**config.mk**
```make
export PLATFORM = sky130hd
export DESIGN_NAME = proc_trace_commit_buffer
export DESIGN_NICKNAME = d
export VERILOG_FILES = /design/src/rtl/proc_trace_commit_buffer.sv
export SDC_FILE = /design/constraint.sdc
export NUM_CORES = 1
export LEC_CHECK = 0
export ABC_AREA = 1
export CORE_ASPECT_RATIO = 1.75
export CORE_UTILIZATION = 59
export DETAILED_ROUTE_END_ITERATION = 16
export GPL_ROUTABILITY_DRIVEN = 0
export PLACE_DENSITY = 0.76
export SYNTH_ARGS = -nofsm -noshare
export SYNTH_HDL_FRONTEND = slang
export SYNTH_SLANG_ARGS = --single-unit
```
**constraint.sdc**
```tcl
create_clock -name clk -period 9.7 [get_ports clk]
set_input_delay 2.91 -clock clk [delete_from_list [all_inputs] [get_ports clk]]
set_output_delay 2.91 -clock clk [all_outputs]
set_load 0.05 [all_outputs]
```
**src/rtl/proc_trace_commit_buffer.sv**
```systemverilog
// Realigns F-stage {addr, inst} with W-stage data into commit records; F-to-out latency STAGES+1.
// Valid/ready output FIFO; records arriving while full and not draining are dropped and counted.
module proc_trace_commit_buffer #(
    parameter int STAGES = 4,
    parameter int DEPTH  = 8
) (
    input  logic                     clk,
    input  logic                     rst,
    input  logic                     trace_val,
    input  logic [31:0]              trace_addr,
    input  logic [31:0]              trace_inst,
    input  logic [31:0]              trace_data,
    input  logic                     clr,
    output logic                     out_val,
    input  logic                     out_rdy,
    output logic [31:0]              out_addr,
    output logic [31:0]              out_inst,
    output logic [31:0]              out_data,
    output logic [$clog2(DEPTH):0]   count,
    output logic                     overflow,
    output logic [7:0]               drop_count
);
    localparam int AW = $clog2(DEPTH);
    localparam int CW = AW + 1;

    typedef struct packed {
        logic [31:0] addr;
        logic [31:0] inst;
        logic [31:0] data;
    } rec_t;

    logic [STAGES-1:0] val_q, val_d;
    logic [31:0]       addr_q [STAGES];
    logic [31:0]       addr_d [STAGES];
    logic [31:0]       inst_q [STAGES];
    logic [31:0]       inst_d [STAGES];

    rec_t              mem_q [DEPTH];
    logic [AW-1:0]     wr_ptr_q, wr_ptr_d;
    logic [AW-1:0]     rd_ptr_q, rd_ptr_d;
    logic [CW-1:0]     count_q, count_d;
    logic              overflow_q, overflow_d;
    logic [7:0]        drop_q, drop_d;

    logic              enq, deq, full, wr_en, drop;
    logic [7:0]        drop_base;
    rec_t              w_rec, head;

    // Delay line has no stall: every slot shifts every cycle.
    always_comb begin
        val_d[0]  = trace_val;
        addr_d[0] = trace_addr;
        inst_d[0] = trace_inst;
        for (int k = 1; k < STAGES; k++) begin
            val_d[k]  = val_q[k-1];
            addr_d[k] = addr_q[k-1];
            inst_d[k] = inst_q[k-1];
        end
    end

    always_comb begin
        enq        = val_q[STAGES-1];
        full       = (count_q == CW'(DEPTH));
        out_val    = (count_q != '0);
        deq        = out_val && out_rdy;
        // A full FIFO still accepts when the head leaves in the same cycle.
        wr_en      = enq && (!full || deq);
        drop       = enq && full && !deq;
        w_rec      = '{addr: addr_q[STAGES-1], inst: inst_q[STAGES-1], data: trace_data};

        wr_ptr_d   = wr_en ? wr_ptr_q + AW'(1) : wr_ptr_q;
        rd_ptr_d   = deq ? rd_ptr_q + AW'(1) : rd_ptr_q;
        count_d    = count_q + {{AW{1'b0}}, wr_en} - {{AW{1'b0}}, deq};

        drop_base  = clr ? 8'd0 : drop_q;
        overflow_d = clr ? 1'b0 : overflow_q;
        drop_d     = drop_base;
        if (drop) begin
            overflow_d = 1'b1;
            if (drop_base != 8'hFF) begin
                drop_d = drop_base + 8'd1;
            end
        end

        head       = mem_q[rd_ptr_q];
        out_addr   = out_val ? head.addr : 32'd0;
        out_inst   = out_val ? head.inst : 32'd0;
        out_data   = out_val ? head.data : 32'd0;
        count      = count_q;
        overflow   = overflow_q;
        drop_count = drop_q;
    end

    always_ff @(posedge clk or negedge rst) begin
        if (!rst) begin
            val_q      <= '0;
            for (int k = 0; k < STAGES; k++) begin
                addr_q[k] <= '0;
                inst_q[k] <= '0;
            end
            wr_ptr_q   <= '0;
            rd_ptr_q   <= '0;
            count_q    <= '0;
            overflow_q <= 1'b0;
            drop_q     <= '0;
        end else begin
            val_q      <= val_d;
            for (int k = 0; k < STAGES; k++) begin
                addr_q[k] <= addr_d[k];
                inst_q[k] <= inst_d[k];
            end
            wr_ptr_q   <= wr_ptr_d;
            rd_ptr_q   <= rd_ptr_d;
            count_q    <= count_d;
            overflow_q <= overflow_d;
            drop_q     <= drop_d;
        end
    end

    // Storage needs no reset: reads are masked to zero while empty.
    always_ff @(posedge clk) begin
        if (wr_en) begin
            mem_q[wr_ptr_q] <= w_rec;
        end
    end

endmodule

```
### After elaboration in Yosys (flattened, before gate mapping)

Memories as Yosys holds them, arrays and structs flattened.
Index checks and enable logic that the tools add are counted.

* bits in registers: 279
* bits in writable memories: 768
* input bits: 101
* output and inout bits: 110
* word-level logic and storage cells: 41
* memories: 1

Memory list
* mem_q: words 8, bits a word 96, rd ports 1, clocked after memory_dff 0, write ports 1, line 38 `rec_t mem_q [DEPTH];`

* add/sub/neg operators: 5
* equality and inequality tests: 2
* muxes and demuxes: 10
* reductions and logical operators: 9

Operators by type and width (count)
* 32-bit two-way mux: 3
* 8-bit two-way mux: 3
* 8-bit by 1-bit adder with 8-bit output (second input constant): 1
* 8-bit inequality test (second input constant): 1
* 3-bit by 1-bit adder with 3-bit output (second input constant): 2
* 4-bit by 1-bit adder with 4-bit output: 1
* 4-bit equality test (second input constant): 1
* 1-bit logical AND: 4
* 1-bit two-way mux: 4
* 4-bit nonzero test: 1
* 4-bit by 1-bit subtractor with 4-bit output: 1
* 1-bit zero test: 2
* 2-bit nonzero test: 1
* 1-bit logical OR: 1

### Depth between registers and ports, before layout

Gate-level depths: netlist of the first run.

* word-level depth: 6
* depth in mapped cells: 12
* gate-level depth less buffers: 11

### Worst setup path before layout of the first run

Ideal clock, no wire load.

* path type: input-to-reg
* start point: input out_rdy
* end point: memory mem_q[5][0] in the netlist's numbering (enable)
* setup time: 669 ps
* data arrival time: 9796 ps
* data required time: 9031 ps
* path slack: -765 ps
* cell stages on the path: 4
* buffers on the path: 0
* cells stage by stage: nand2_1 nand3_1 nand2_1 nor3_1

* longest elaborated chain between the ends: 5

Ends and longest elaborated chain
* from (decl): line 15 `input logic out_rdy,`
* 1-bit logical AND: line 65 `deq = out_val && out_rdy;`
* 1-bit logical OR: line 67 `wr_en = enq && (!full || deq);`
* 1-bit logical AND: line 67
* 1-bit two-way mux: line 122 `if (wr_en) begin`
* 1-bit two-way mux (not written as such): line 123 `mem_q[wr_ptr_q] <= w_rec;`
* to (decl): line 38

Every way passes these cells.

### Worst setup path in the final report of the first run

* start point: register rd_ptr_q[0]
* end point: output out_inst[12]

* longest elaborated chain between the ends: 2

Ends and longest elaborated chain
* from (decl): line 40 `logic [AW-1:0] rd_ptr_q, rd_ptr_d;`
* from (signal assigned): line 113 `rd_ptr_q <= rd_ptr_d;`
* memory read 8 x 96 bit
* 32-bit two-way mux: line 87 `out_inst = out_val ? head.inst : 32'd0;`
* to (decl): line 17 `output logic [31:0] out_inst,`

Every way passes these cells.

==> flow_metrics.tcl, run 1 <==
set metrics [dict create \
    clock.fmax_mhz 132 \
    wl_per_cell_um 20.2 \
    netlist_instances 2877 \
    ctsResizeCount 0 \
    drive_above_1_share_pct 5.65 \
    antenna_left 0 \
    wl_met2_mm 40.9 \
    p_leak_nw 15.8 \
    drt-initial-drc-count 2151 \
    fin_cells 3925 \
    final.setup.tns_ns 0 \
    grt_pass1_vias 23100 \
    synth_area_leaders "edfxtp_1 (61%), dfrtp_1 (18%), nor2_1 (8.7%), o21ai_1 (3.9%), o21ai_0 (2.5%)" \
    cp.arrival_ns 4.65 \
    syn_to_final_growth_pct 14.1 \
    cts_setup_buffers 0 \
    wirelength_met1_mm 30.2 \
    die_height_um 338 \
    cts-root-buf "clkbuf_16" \
    final.min_clock_period_ns 7.56 \
    rows 122 \
    cts.reportedPaths.clkPinSlew_ns 0.06 \
    status "complete, no violations" \
    powerDensity_nw_per_um2 335 \
    yosysUniqueCellTypes 26 \
    maxCapViolCount 0 \
    cts_made_buffers 85 \
    grt_max_degree 223 \
    routed-via-count 22600 \
    min-delay-start "inst_d[63]$_DFF_PN0_" \
    hold_path_class "reg -> reg" \
    ctsHoldBuffers 0 \
    ff2ff_path_depth 8 \
    drc 0 \
    cts.sinks 1047 \
    worstMarginPinSlew_ns 1.20 \
    drv_slew 0 \
    whs_endpoint "inst_d[31]$_DFF_PN0_" \
    p_total_mw 14.6 \
    finClkSkew_ns 0.0157 \
    ys_seq_area_share_pct 78.9 \
    critPathMaxFanout 222 \
    cp-end-kind "output pin" \
    boundaryPins 211 \
    start_util_pct 60.0 \
    stdcell_area_um2 43500 \
    grt_overflow 0 \
    synthesis.nets 2987 \
    rsz0062_at_grt "no" \
    synth.largest_area_cell "edfxtp_1" \
    synth-seq-cells 1047 \
    clk_latency_ns 0.64 \
    setup_viol 0 \
    via_per_inst 5.75 \
    r2r_end "mem_q[4][5]$_DFFE_PP_" \
    placed_cell_area_um2 40700 \
    rrSetupSlack_ns 5.47 \
    grt_pass1_wl_mm 124 \
    dp_hpwl_mm 41.9 \
    hold_violations 0 \
    cts_max_level 3 \
    cts_tree "done" \
    drt-total-wl_mm 79.3 \
    cts_buffer_depth 3 \
    syn_avg_cell_area_um2 13.2 \
    yosys_warnings 0 \
    dieArea_um2 65600 \
    grt_antenna_before_repair 0 \
    grt_use_total_pct 24.6 \
    syn_area_um2 38100 \
    start_kind "register" \
    criticalPathCategory "reg -> out" \
    fp.coreArea_um2 63500 \
    nets 3155 \
    timing.rr.start "count[2]$_DFF_PN0_" \
    whs_path_depth 0 \
    die_w_um 194 \
    relSlewSlack_pct 19.8 \
    fillers 4285 \
    finalCritPeriodShare_pct 78.0 \
    worstPathRequired_ns 6.79 \
    wl_met3_mm 5.43 \
    first_pass_iters 6 \
    port-buffer-count 210 \
    highest_layer "met4" \
    ir_worst_vdd_mv 0.296 \
    synth_top_area_share_pct 60.5 \
    dpl.cell_count 3764 \
]
cell usage after synthesis (all sizes together):
master,count
nand2,143
edfxtp,768
nand3,111
o21ai,487
xnor2,4
ha,8
dfrtp,279
clkbuf,78
nand4,1
nor2,883
inv,23
a21oi,2
fa,1
xor2,2
or2,1
buf,81
nor3,5
layout make-up:
cell class	count	area (um^2)	area share (%)
flip-flops and latches	1047	30100	69.2
multi-input cells	1648	7130	16.4
clock buffers	129	2530	5.82
repair buffers	240	2370	5.45
well taps	806	1010	2.32
clock inverters	30	254	0.585
inverters	23	101	0.233
diodes	2	5.00	0.0115
kinds of logic (layout without fill, tap and decap cells):
family          after synthesis  after routing  share of synthesized area (%)
simple gates               1144           1144                           11.7
flops                      1047           1047                           78.9
compound gates              489            489                           6.43
buf+inv                     182            422                           2.56
fa+ha+maj                     9              9                          0.315
xor+xnor                      6              6                          0.138
other cells                   0              2                              0
cells in the final DEF, fill, tap and decap left out, drive strengths merged:
cell type / n
buf: 31
nand2: 143
nand4: 1
dfrtp: 279
clkinv: 23
clkinvlp: 3
or2: 1
inv: 24
ha: 8
nor2: 883
edfxtp: 768
nor3: 5
nand3: 111
clkdlybuf4s50: 209
bufinv: 3
clkbuf: 129
a21oi: 2
diode: 2
xor2: 2
o21ai: 487
fa: 1
xnor2: 4
power breakdown:
part           switching (mW)  internal [mW]  total (mW)
logic                    3.98           1.60        5.58
clock network            1.50           1.89        3.40
registers               0.267           5.33        5.59
worst max-delay path, stage by stage, from the launching register on:
cell and delay [ns]:
dfrtp_4 1.06, clkinv_8 0.88, buf_4 0.69, o21ai_1 0.29, o21ai_1 0.10, nor2_1 0.11, nor2_1 0.09, clkdlybuf4s50_1 0.70
per-layer routing:
layer | up-vias | global-route usage (%)
li1 | 10300 | -
met1 | 11200 | 30.9
met2 | 936 | 42.8
met3 | 187 | 3.30
met4 | 0 | 10.6
met5 | - | 0
metrics by stage:
stage	hold WS (ns)	worst slack [ns]	utilization (%)
floorplan	0.331	-0.765	-
global placement	0.332	2.86	64.0
detailed placement	0.335	2.79	64.0
CTS	0.328	2.07	68.4
global route	0.352	1.85	68.4
finish	0.338	2.14	68.4
worst max path at each step:
stage	slack, ns	depth (start not counted)	end	start
2_1_floorplan	-0.77	4	mem_q[5][0]$_DFFE_PP_	out_rdy
3_3_place_gp	2.86	7	out_inst[16]	rd_ptr_q[0]$_DFFE_PN0N_
3_5_place_dp	2.79	7	out_inst[16]	rd_ptr_q[0]$_DFFE_PN0N_
4_1_cts	2.07	7	out_inst[16]	rd_ptr_q[0]$_DFFE_PN0N_
5_1_grt	1.85	7	out_addr[18]	rd_ptr_q[0]$_DFFE_PN0N_
6_report	2.14	7	out_inst[12]	rd_ptr_q[0]$_DFFE_PN0N_
state kept, by name, summed over array words and instances (netlist names):
name and flops:
mem_q 768, addr_d 96, inst_d 96, addr_q 32, inst_q 32, drop_count 8, count 4, val_q 4
rd_ptr_q 3, wr_ptr_q 3, overflow 1
Note: power is estimated with default switching activity, not from simulation.
==> inputs of run 2 (changes only) <==
Clock period 9.7 ns to 7.5 ns, I/O delays scaled along.
==> flow_metrics.tcl, run 2 (synthesized netlist as in run 1, its figures left out) <==
set metrics [dict create \
    num_antenna_cells 0 \
    finClkSkew_ns 0.0182 \
    cts_tree "done" \
    busiest_layer "met2" \
    most-common-layout-cells "nor2_1 (877), edfxtp_1 (768), o21ai_1 (296), dfrtp_1 (276), clkdlybuf4s50_1 (209)" \
    cts.sinks 1047 \
    dp_hpwl_mm 42.6 \
    antenna_left 0 \
    nets 3159 \
    final_common_cell "nor2_1" \
    cts.reportedPaths.clkPinSlew_ns 0.06 \
    ff2ff_path_depth 8 \
    drt-initial-drc-count 2069 \
    drive_above_1_share_pct 6.05 \
    relSlewSlack_pct 17.9 \
    drc 0 \
    dpl.cell_count 3767 \
    min-delay-start "addr_d[59]$_DFF_PN0_" \
    place_ws_ns 1.83 \
    clock.fmax_mhz 155 \
    critPathMaxFanout 248 \
    via_per_inst 5.73 \
    r2r_end "mem_q[6][55]$_DFFE_PP_" \
    cp-end-kind "output pin" \
    boundaryPins 211 \
    grt_pass1_vias 23200 \
    worstSetupEndpoint "out_data[6]" \
    status "complete, no violations" \
    rows 122 \
    grt_overflow 0 \
    grtUsageMet3_pct 4.02 \
    holdWs_ns 0.335 \
    ctsHoldBuffers 0 \
    fp.coreArea_um2 63500 \
    routed-via-count 22500 \
    maxCapViolCount 0 \
    stdcell_area_um2 43600 \
    hold_path_class "reg -> reg" \
    drt-total-wl_mm 80.3 \
    cts_setup_buffers 0 \
    criticalPathCategory "reg -> out" \
    utilization_pct 68.7 \
    regMostFlops "mem_q" \
    met2_usage_pct 44.1 \
    final.min_clock_period_ns 6.45 \
    syn_to_final_growth_pct 14.5 \
    grt_use_total_pct 25.0 \
    worstPathRequired_ns 5.25 \
    p_leak_nw 15.9 \
    cp.arrival_ns 4.20 \
    start_kind "register" \
    drv_slew 0 \
    ctsResizeCount 0 \
    rsz0062_at_grt "no" \
    final.setup.tns_ns 0 \
    die_height_um 338 \
    hold_violations 0 \
    finalCritPeriodShare_pct 85.9 \
    start_util_pct 60.0 \
    grt_max_degree 250 \
    dieArea_um2 65600 \
    rrSetupSlack_ns 3.16 \
    crit_start "rd_ptr_q[0]$_DFFE_PN0N_" \
    port-buffer-count 210 \
    worstMarginPinSlew_ns 1.23 \
    grtUsageMet1_pct 30.6 \
    cts_buffer_depth 3 \
    first_pass_iters 6 \
    cts_made_buffers 86 \
    fin_cells 3929 \
    cts_max_level 3 \
    powerDensity_nw_per_um2 435 \
    ir_worst_vdd_mv 0.458 \
    timing.rr.start "count[2]$_DFF_PN0_" \
    p_total_mw 19.0 \
    die_w_um 194 \
    placed_cell_area_um2 40700 \
    setup_viol 0 \
    cts-root-buf "clkbuf_16" \
    largest_reg_flops 768 \
    wl_per_cell_um 20.4 \
    grt_antenna_before_repair 2 \
    fin_ws_ns 1.05 \
    grt_pass1_wl_mm 126 \
    clk_latency_ns 0.64 \
]
## run 2: final cells by class
class / count / area [um^2]
well taps: 806 / 1010
fillers: 4228 / 19900
clock inverters: 34 / 298
repair buffers: 243 / 2450
clock buffers: 128 / 2560
inverters: 23 / 101
multi-input cells: 1648 / 7130
flip-flops and latches: 1047 / 30100
## run 2: worst min-delay path by stage
stage / to / depth (start not counted)
2_1_floorplan: addr_d[0]$_DFF_PN0_ / 0
3_3_place_gp: addr_d[57]$_DFF_PN0_ / 0
3_5_place_dp: addr_d[29]$_DFF_PN0_ / 0
4_1_cts: addr_d[27]$_DFF_PN0_ / 0
5_1_grt: addr_d[27]$_DFF_PN0_ / 0
6_report: addr_d[27]$_DFF_PN0_ / 0
## run 2: power breakdown
part           internal, mW  switching [mW]
sequential             6.89           0.309
clock                  2.52            1.97
combinational          2.10            5.19
## run 2: worst max-delay path, stage by stage, from the launching register on
cell and delay, ns:
dfrtp_4 0.78, clkinv_8 0.79, buf_4 0.60, o21ai_1 0.24, nand3_1 0.11, nand2_1 0.08
nor2_1 0.04, clkdlybuf4s50_1 0.70
## run 2: metal layers
| metal | part of all wire (%) | wire length, um |
|---|---|---|
| met2 | 53 | 42200 |
| met4 | 3.3 | 2660 |
| met3 | 6.9 | 5540 |
| met5 | 0.021 | 17 |
| met1 | 37 | 29900 |
